### config.mk
export PLATFORM = sky130hd
export DESIGN_NAME = fft_1d_n_seq_flat
export DESIGN_NICKNAME = d
export VERILOG_FILES = /design/src/rtl/fft_1d_n_seq_if.sv /design/src/rtl/fft_1d_n_seq.sv /design/src/flat_wrapper.sv
export SDC_FILE = /design/constraint.sdc
export NUM_CORES = 2
export LEC_CHECK = 0
export ABC_CLOCK_PERIOD_IN_PS = 18800
export CORE_ASPECT_RATIO = 1.5
export CORE_MARGIN = 5
export CORE_UTILIZATION = 34
export DETAILED_ROUTE_END_ITERATION = 8
export GPL_TIMING_DRIVEN = 0
export SETUP_SLACK_MARGIN = 0.15
export SYNTH_ARGS = -nofsm -noshare
export SYNTH_HDL_FRONTEND = slang
export SYNTH_SLANG_ARGS = --single-unit
### constraint.sdc
create_clock -name clk -period 18.8 [get_ports clk]
set_input_delay 5.64 -clock clk [delete_from_list [all_inputs] [get_ports clk]]
set_output_delay 5.64 -clock clk [all_outputs]
set_load 0.02 [all_outputs]
### src/rtl/fft_1d_n_seq_if.sv
// rtl/fft_1d_n_seq_if.sv - sample-in / bin-out stream bundle for fft_1d_n_seq
// master drives samples and out_ready; slave is the FFT block.
interface fft_1d_n_seq_if #(
  parameter int IN_W  = 16,
  parameter int OUT_W = 20
);
  logic                    in_valid;
  logic                    in_ready;
  logic signed [IN_W-1:0]  in_r;
  logic signed [IN_W-1:0]  in_i;
  logic                    out_valid;
  logic                    out_ready;
  logic                    out_last;
  logic signed [OUT_W-1:0] out_r;
  logic signed [OUT_W-1:0] out_i;
  logic                    busy;

  modport master (
    output in_valid, in_r, in_i, out_ready,
    input  in_ready, out_valid, out_last, out_r, out_i, busy
  );

  modport slave (
    input  in_valid, in_r, in_i, out_ready,
    output in_ready, out_valid, out_last, out_r, out_i, busy
  );
endinterface

### src/rtl/fft_1d_n_seq.sv
// rtl/fft_1d_n_seq.sv - sequential in-place radix-2 DIT FFT, one butterfly per clock
// Define FFT_SCALE_EN for a 1/2 truncating shift per stage (output = DFT/N).
module fft_1d_n_seq #(
  parameter int N     = 8,
  parameter int LOG2N = 3,
  parameter int IN_W  = 16,
  parameter int OUT_W = IN_W + LOG2N + 1,
  parameter int TW_W  = 16
) (
  input  logic          clk,
  input  logic          rst,
  fft_1d_n_seq_if.slave bus
);
  localparam int SW = $clog2(LOG2N + 1);
  localparam int BW = LOG2N - 1;
  localparam int PW = OUT_W + TW_W + 1;
  localparam logic signed [PW-1:0] RND = PW'(2 ** (TW_W - 3));

  typedef enum logic [1:0] {ST_LOAD, ST_COMPUTE, ST_UNLOAD} state_t;

  state_t state, state_next;

  logic [LOG2N-1:0] load_cnt;
  logic [SW-1:0]    stage;
  logic [BW-1:0]    bfly;
  logic [LOG2N-1:0] out_idx;
  logic             out_valid_q;
  logic             out_last_q;
  logic signed [OUT_W-1:0] out_r_q, out_i_q;

  logic signed [OUT_W-1:0] mem_r [N];
  logic signed [OUT_W-1:0] mem_i [N];

  logic in_fire, out_fire, last_bfly;

  function automatic logic [LOG2N-1:0] bitrev(input logic [LOG2N-1:0] v);
    logic [LOG2N-1:0] r;
    for (int b = 0; b < LOG2N; b++) r[b] = v[LOG2N-1-b];
    return r;
  endfunction

  // Twiddles W^k = exp(-j*2*pi*k/N), quantised to Q2.(TW_W-2) at elaboration.
  function automatic logic signed [TW_W-1:0] tw_quant(input int k, input bit imag);
    real ang, v;
    ang = 6.283185307179586 * real'(k) / real'(N);
    v = imag ? -$sin(ang) : $cos(ang);
    v = v * real'(2 ** (TW_W - 2));
    return TW_W'($rtoi(v >= 0.0 ? v + 0.5 : v - 0.5));
  endfunction

  logic signed [TW_W-1:0] tw_r [N/2];
  logic signed [TW_W-1:0] tw_i [N/2];

  for (genvar k = 0; k < N/2; k++) begin : g_tw
    assign tw_r[k] = tw_quant(k, 1'b0);
    assign tw_i[k] = tw_quant(k, 1'b1);
  end

  assign in_fire   = bus.in_valid && (state == ST_LOAD);
  assign out_fire  = out_valid_q && bus.out_ready;
  assign last_bfly = (stage == SW'(LOG2N - 1)) && (bfly == {BW{1'b1}});

  always_ff @(posedge clk) begin
    if (rst) state <= ST_LOAD;
    else     state <= state_next;
  end

  always_comb begin
    state_next = state;
    unique case (state)
      ST_LOAD:    if (in_fire && load_cnt == {LOG2N{1'b1}}) state_next = ST_COMPUTE;
      ST_COMPUTE: if (last_bfly) state_next = ST_UNLOAD;
      ST_UNLOAD:  if (out_fire && out_idx == {LOG2N{1'b1}}) state_next = ST_LOAD;
      default:    state_next = ST_LOAD;
    endcase
  end

  // Butterfly j of stage s pairs a = insert 0 at bit s of j, b = a | 2^s.
  logic [LOG2N-1:0] j_ext, mask, a_idx, b_idx, tw_full;
  logic [BW-1:0]    tw_idx;
  logic signed [OUT_W-1:0] a_r, a_i, b_r, b_i, p_r, p_i;
  logic signed [TW_W-1:0]  w_r, w_i;
  logic signed [PW-1:0]    p_r_full, p_i_full, p_r_sh, p_i_sh;
  logic signed [OUT_W-1:0] sum_r, sum_i, dif_r, dif_i;
  logic signed [OUT_W-1:0] res_a_r, res_a_i, res_b_r, res_b_i;

  always_comb begin
    j_ext   = {1'b0, bfly};
    mask    = (LOG2N'(1) << stage) - LOG2N'(1);
    a_idx   = ((j_ext & ~mask) << 1) | (j_ext & mask);
    b_idx   = a_idx | (LOG2N'(1) << stage);
    tw_full = (j_ext & mask) << (SW'(LOG2N - 1) - stage);
    tw_idx  = tw_full[BW-1:0];

    a_r = mem_r[a_idx];
    a_i = mem_i[a_idx];
    b_r = mem_r[b_idx];
    b_i = mem_i[b_idx];
    w_r = tw_r[tw_idx];
    w_i = tw_i[tw_idx];

    p_r_full = PW'(b_r) * PW'(w_r) - PW'(b_i) * PW'(w_i) + RND;
    p_i_full = PW'(b_r) * PW'(w_i) + PW'(b_i) * PW'(w_r) + RND;
    p_r_sh   = p_r_full >>> (TW_W - 2);
    p_i_sh   = p_i_full >>> (TW_W - 2);
    p_r      = p_r_sh[OUT_W-1:0];
    p_i      = p_i_sh[OUT_W-1:0];

    sum_r = a_r + p_r;
    sum_i = a_i + p_i;
    dif_r = a_r - p_r;
    dif_i = a_i - p_i;
`ifdef FFT_SCALE_EN
    res_a_r = sum_r >>> 1;
    res_a_i = sum_i >>> 1;
    res_b_r = dif_r >>> 1;
    res_b_i = dif_i >>> 1;
`else
    res_a_r = sum_r;
    res_a_i = sum_i;
    res_b_r = dif_r;
    res_b_i = dif_i;
`endif
  end

  logic unused_bits;
  assign unused_bits = ^{p_r_sh[PW-1:OUT_W], p_i_sh[PW-1:OUT_W], tw_full[LOG2N-1]};

  // Sample RAM is deliberately not reset.
  always_ff @(posedge clk) begin
    if (!rst) begin
      if (in_fire) begin
        mem_r[bitrev(load_cnt)] <= OUT_W'(bus.in_r);
        mem_i[bitrev(load_cnt)] <= OUT_W'(bus.in_i);
      end else if (state == ST_COMPUTE) begin
        mem_r[a_idx] <= res_a_r;
        mem_i[a_idx] <= res_a_i;
        mem_r[b_idx] <= res_b_r;
        mem_i[b_idx] <= res_b_i;
      end
    end
  end

  // The first UNLOAD cycle prefetches bin 0 into the output registers.
  always_ff @(posedge clk) begin
    if (rst) begin
      load_cnt    <= '0;
      stage       <= '0;
      bfly        <= '0;
      out_idx     <= '0;
      out_valid_q <= 1'b0;
      out_last_q  <= 1'b0;
      out_r_q     <= '0;
      out_i_q     <= '0;
    end else begin
      if (in_fire) load_cnt <= load_cnt + LOG2N'(1);
      if (state == ST_COMPUTE) begin
        bfly <= bfly + BW'(1);
        if (bfly == {BW{1'b1}}) stage <= last_bfly ? '0 : stage + SW'(1);
      end
      if (state == ST_UNLOAD) begin
        if (!out_valid_q) begin
          out_valid_q <= 1'b1;
          out_idx     <= '0;
          out_r_q     <= mem_r[0];
          out_i_q     <= mem_i[0];
          out_last_q  <= 1'b0;
        end else if (out_fire) begin
          if (out_idx == {LOG2N{1'b1}}) begin
            out_valid_q <= 1'b0;
            out_last_q  <= 1'b0;
            out_idx     <= '0;
          end else begin
            out_idx    <= out_idx + LOG2N'(1);
            out_r_q    <= mem_r[out_idx + LOG2N'(1)];
            out_i_q    <= mem_i[out_idx + LOG2N'(1)];
            out_last_q <= (out_idx == LOG2N'(N - 2));
          end
        end
      end
    end
  end

  assign bus.in_ready  = (state == ST_LOAD);
  assign bus.busy      = (state != ST_LOAD);
  assign bus.out_valid = out_valid_q;
  assign bus.out_last  = out_last_q;
  assign bus.out_r     = out_r_q;
  assign bus.out_i     = out_i_q;
endmodule

### src/flat_wrapper.sv
// flat-port wrapper written by rule: the top's interface ports become plain ports
module fft_1d_n_seq_flat 
#(
  parameter int N     = 8,
  parameter int LOG2N = 3,
  parameter int IN_W  = 16,
  parameter int OUT_W = IN_W + LOG2N + 1,
  parameter int TW_W  = 16
)
  (clk, rst, bus_in_valid, bus_in_r, bus_in_i, bus_out_ready, bus_in_ready, bus_out_valid, bus_out_last, bus_out_r, bus_out_i, bus_busy);
  fft_1d_n_seq_if #(.IN_W(IN_W), .OUT_W(OUT_W)) bus_i ();
  input  logic clk;
  input  logic rst;
  input wire logic [$bits(bus_i.in_valid)-1:0] bus_in_valid;
  input wire logic [$bits(bus_i.in_r)-1:0] bus_in_r;
  input wire logic [$bits(bus_i.in_i)-1:0] bus_in_i;
  input wire logic [$bits(bus_i.out_ready)-1:0] bus_out_ready;
  output wire logic [$bits(bus_i.in_ready)-1:0] bus_in_ready;
  output wire logic [$bits(bus_i.out_valid)-1:0] bus_out_valid;
  output wire logic [$bits(bus_i.out_last)-1:0] bus_out_last;
  output wire logic [$bits(bus_i.out_r)-1:0] bus_out_r;
  output wire logic [$bits(bus_i.out_i)-1:0] bus_out_i;
  output wire logic [$bits(bus_i.busy)-1:0] bus_busy;
  assign bus_i.in_valid = bus_in_valid;
  assign bus_i.in_r = bus_in_r;
  assign bus_i.in_i = bus_in_i;
  assign bus_i.out_ready = bus_out_ready;
  assign bus_in_ready = bus_i.in_ready;
  assign bus_out_valid = bus_i.out_valid;
  assign bus_out_last = bus_i.out_last;
  assign bus_out_r = bus_i.out_r;
  assign bus_out_i = bus_i.out_i;
  assign bus_busy = bus_i.busy;
  fft_1d_n_seq #(.N(N), .LOG2N(LOG2N), .IN_W(IN_W), .OUT_W(OUT_W), .TW_W(TW_W)) u_core (.clk(clk), .rst(rst), .bus(bus_i));
endmodule
==> flow_summary.json <==
{
  "status": "complete, but fails checks",
  "violations": "max-capacitance violations, max-slew violations",
  "crit_type": "reg2reg",
  "dp_hpwl_um": 208000,
  "drt-total-wl_um": 254000,
  "drt-pass1-iter-count": 7,
  "h-tree-depth": 2,
  "synthArstFlopShare_pct": 0,
  "slew_headroom_pct": -10.4,
  "cts_sinks": 374,
  "final_area_sq_mm": 0.0658,
  "slowest_stage": "o221ai_1",
  "cp_max_fo": 10,
  "netlist_area_sq_mm": 0.0602,
  "power.density_mw_per_mm2": 29.1,
  "yosysTopAreaCell": "fa_1",
  "cts-root-buf": "clkbuf_16",
  "ys_warn_count": 0,
  "cts_inserted_buffers": 35,
  "clk_pin_slew_ns": 0.07,
  "grt_pass1_vias": 50698,
  "clockBufferDepth": 3,
  "yosysMostFrequentCell": "inv_1",
  "track_usage_pct": 27.1,
  "dieHeight_um": 525,
  "grt_overflow": 0,
  "final-setup-viol-count": 0,
  "rsz0062_at_grt": "no",
  "syn2layout_area_growth_pct": 9.30,
  "drv_slew": 142,
  "ys_ff_latch": 374,
  "hold_violations": 0,
  "place_area_sq_mm": 0.0646,
  "drtAntennaViolNets": 0,
  "report.power.total_uw": 1910,
  "cp-end-kind": "flop",
  "antenna_found_initial": 4,
  "place_congestion": 1.03,
  "tns_ns": 0,
  "tritoncts": "done",
  "critPathMaxStageDelay_ns": 1.06,
  "wl_per_cell_um": 29.5,
  "cp_data_arrival_time_ns": 18.46,
  "path_common_cell": "inv_1",
  "synth_common_cells": "inv_1 (1481), fa_1 (1016), nor2_1 (574)",
  "io_buffers": 79,
  "p_leak_uw": 0.0314,
  "ys_types": 81,
  "drv_cap": 16,
  "ios": 80,
  "syn_nets": 7682,
  "fin_crit_sh_pct": 97.1,
  "dieArea_sq_mm": 0.186,
  "hold_slack_ns": 0.489,
  "hold_class": "reg2reg",
  "peakVddDrop_mv": 0.0853,
  "period_minus_slack_ns": 18.25,
  "max_freq_mhz": 54.8,
  "worstMarginPinSlew_ns": 1.66,
  "startpoint_type": "flop",
  "vias_per_cell": 5.48,
  "clk_latency_ns": 0.58,
  "synth.area.top_cells": "fa_1 (34%), edfxtp_1 (16%), ha_1 (10%), inv_1 (9.2%), mux4_2 (6.0%)",
  "vias": 47175,
  "grt_start_max_net_pins": 28,
  "drc": 0,
  "fin_skew_ns": 0.0241,
  "drt_iter0_drc": 4754,
  "die_w_um": 354,
  "synth_top_cell_area_share_pct": 33.8,
  "core.rowCount": 189,
  "start_util_pct": 34.1,
  "grt_first_pass_wirelength_um": 359000,
  "layout.nets": 7835,
  "syn_avg_cell_area_sq_um": 9.82,
  "layout-drive-gt1-share_pct": 5.66,
  "required_ns": 19.01,
  "core_sq_mm": 0.176,
  "ys_seq_area_share_pct": 17.8,
  "synth_edf_count": 320,
  "synth_ff_type": "edfxtp_1",
  "synthCells": 6130
}
[placed cells by master, fill, tap and decap left out, types with 54 or more instances in the layout]
cell / instances
a21oi_1: 377
ha_1: 500
inv_1: 1480
mux2i_1: 109
nor2_1: 572
nand2_1: 433
o21ai_0: 75
fa_1: 1016
nand3_1: 73
dfxtp_1: 54
clkbuf_1: 175
edfxtp_1: 320
clkdlybuf4s50_1: 79
mux4_2: 160
o22ai_1: 70
xnor2_1: 122
[layer usage]
layer	GRT usage (%)	vias to the layer above	wire length (um)	share of wire [%]
li1	-	19745	-	-
met1	27.3	23825	79500	31
met2	46.7	2567	124000	49
met3	5.25	1030	19100	7.5
met4	25.4	8	31400	12
met5	0	-	52	0.020
[repair_timing]
| action | 4_1_cts | 5_1_grt |
|---|---|---|
| gates resized for setup | 0 | 3 |
| buffers inserted | 0 | 0 |
| hold buffers | 0 | 0 |
| endpoints found under the setup margin | 0 | 5 |
[report_power, final]
part / switching [uW] / leakage (uW) / internal (uW)
logic: 173 / 0.0276 / 79.6
clock network: 361 / 0.000526 / 378
registers: 10.9 / 0.00333 / 910
[registers in the layout, indices dropped and copies added, names as in the netlist]
name                  flops
u_core.bus.out_last       1
u_core.bus.out_i         20
u_core.mem_i            160
u_core.mem_r            160
u_core.load_cnt           3
u_core.bus.out_r         20
u_core.stage              2
u_core.state              2
u_core.out_idx            3
u_core.bus.out_valid      1
u_core.bfly               2
[area by class of cell]
cell class | instances | area [sq um]
flip-flops and latches | 374 | 10700
plain buffers | 239 | 941
multi-input cells | 4035 | 43100
repair buffers | 116 | 1470
well taps | 2292 | 2870
diodes | 2 | 5.00
fillers | 17727 | 111000
inverters | 1482 | 5560
clock buffers | 43 | 948
clock inverters | 19 | 145
[critical path, delay by kind of cell (launching register included)]
family          cells  cell delay [ns]
compound gates     13             4.97
xor+xnor            2             1.51
fa+ha+maj          11             4.68
buf+inv            16             4.46
flops               1             0.33
simple gates        9             1.85
[kinds of logic (layout without fill, tap and decap cells)]
family          Yosys count  count (layout)  synth area share [%]
compound gates          802             802                  8.13
flops                   374             374                  17.8
buf+inv                1721            1899                  10.8
fa+ha+maj              1516            1516                  44.2
mux                     272             272                  7.86
other cells               0               2                     0
simple gates           1282            1282                  8.91
xor+xnor                163             163                  2.38
[path summary, 6_finish.rpt]
check | start | endpoint | slack (ns) | cells after the start
setup / recovery | u_core.stage[1] | u_core.mem_r[2][19] | 0.55 | 51
hold / removal | u_core.bus.out_r[0] | u_core.bus.out_r[0] | 0.49 | 2
setup reg to reg | u_core.stage[1] | u_core.mem_r[2][19] | 0.55 | 51
hold reg to reg | u_core.bus.out_r[0] | u_core.bus.out_r[0] | 0.49 | 2
[through the flow]
step	cells	setup slack, ns	util [%]
finish	8602	0.550	37.3
detailed placement	8536	0.824	36.6
CTS	8598	0.715	37.3
global placement	8501	0.216	36.2
floorplan	6130	6.91	-
global route	8600	0.187	37.3
No activity file was read; power rests on OpenSTA's default activity.
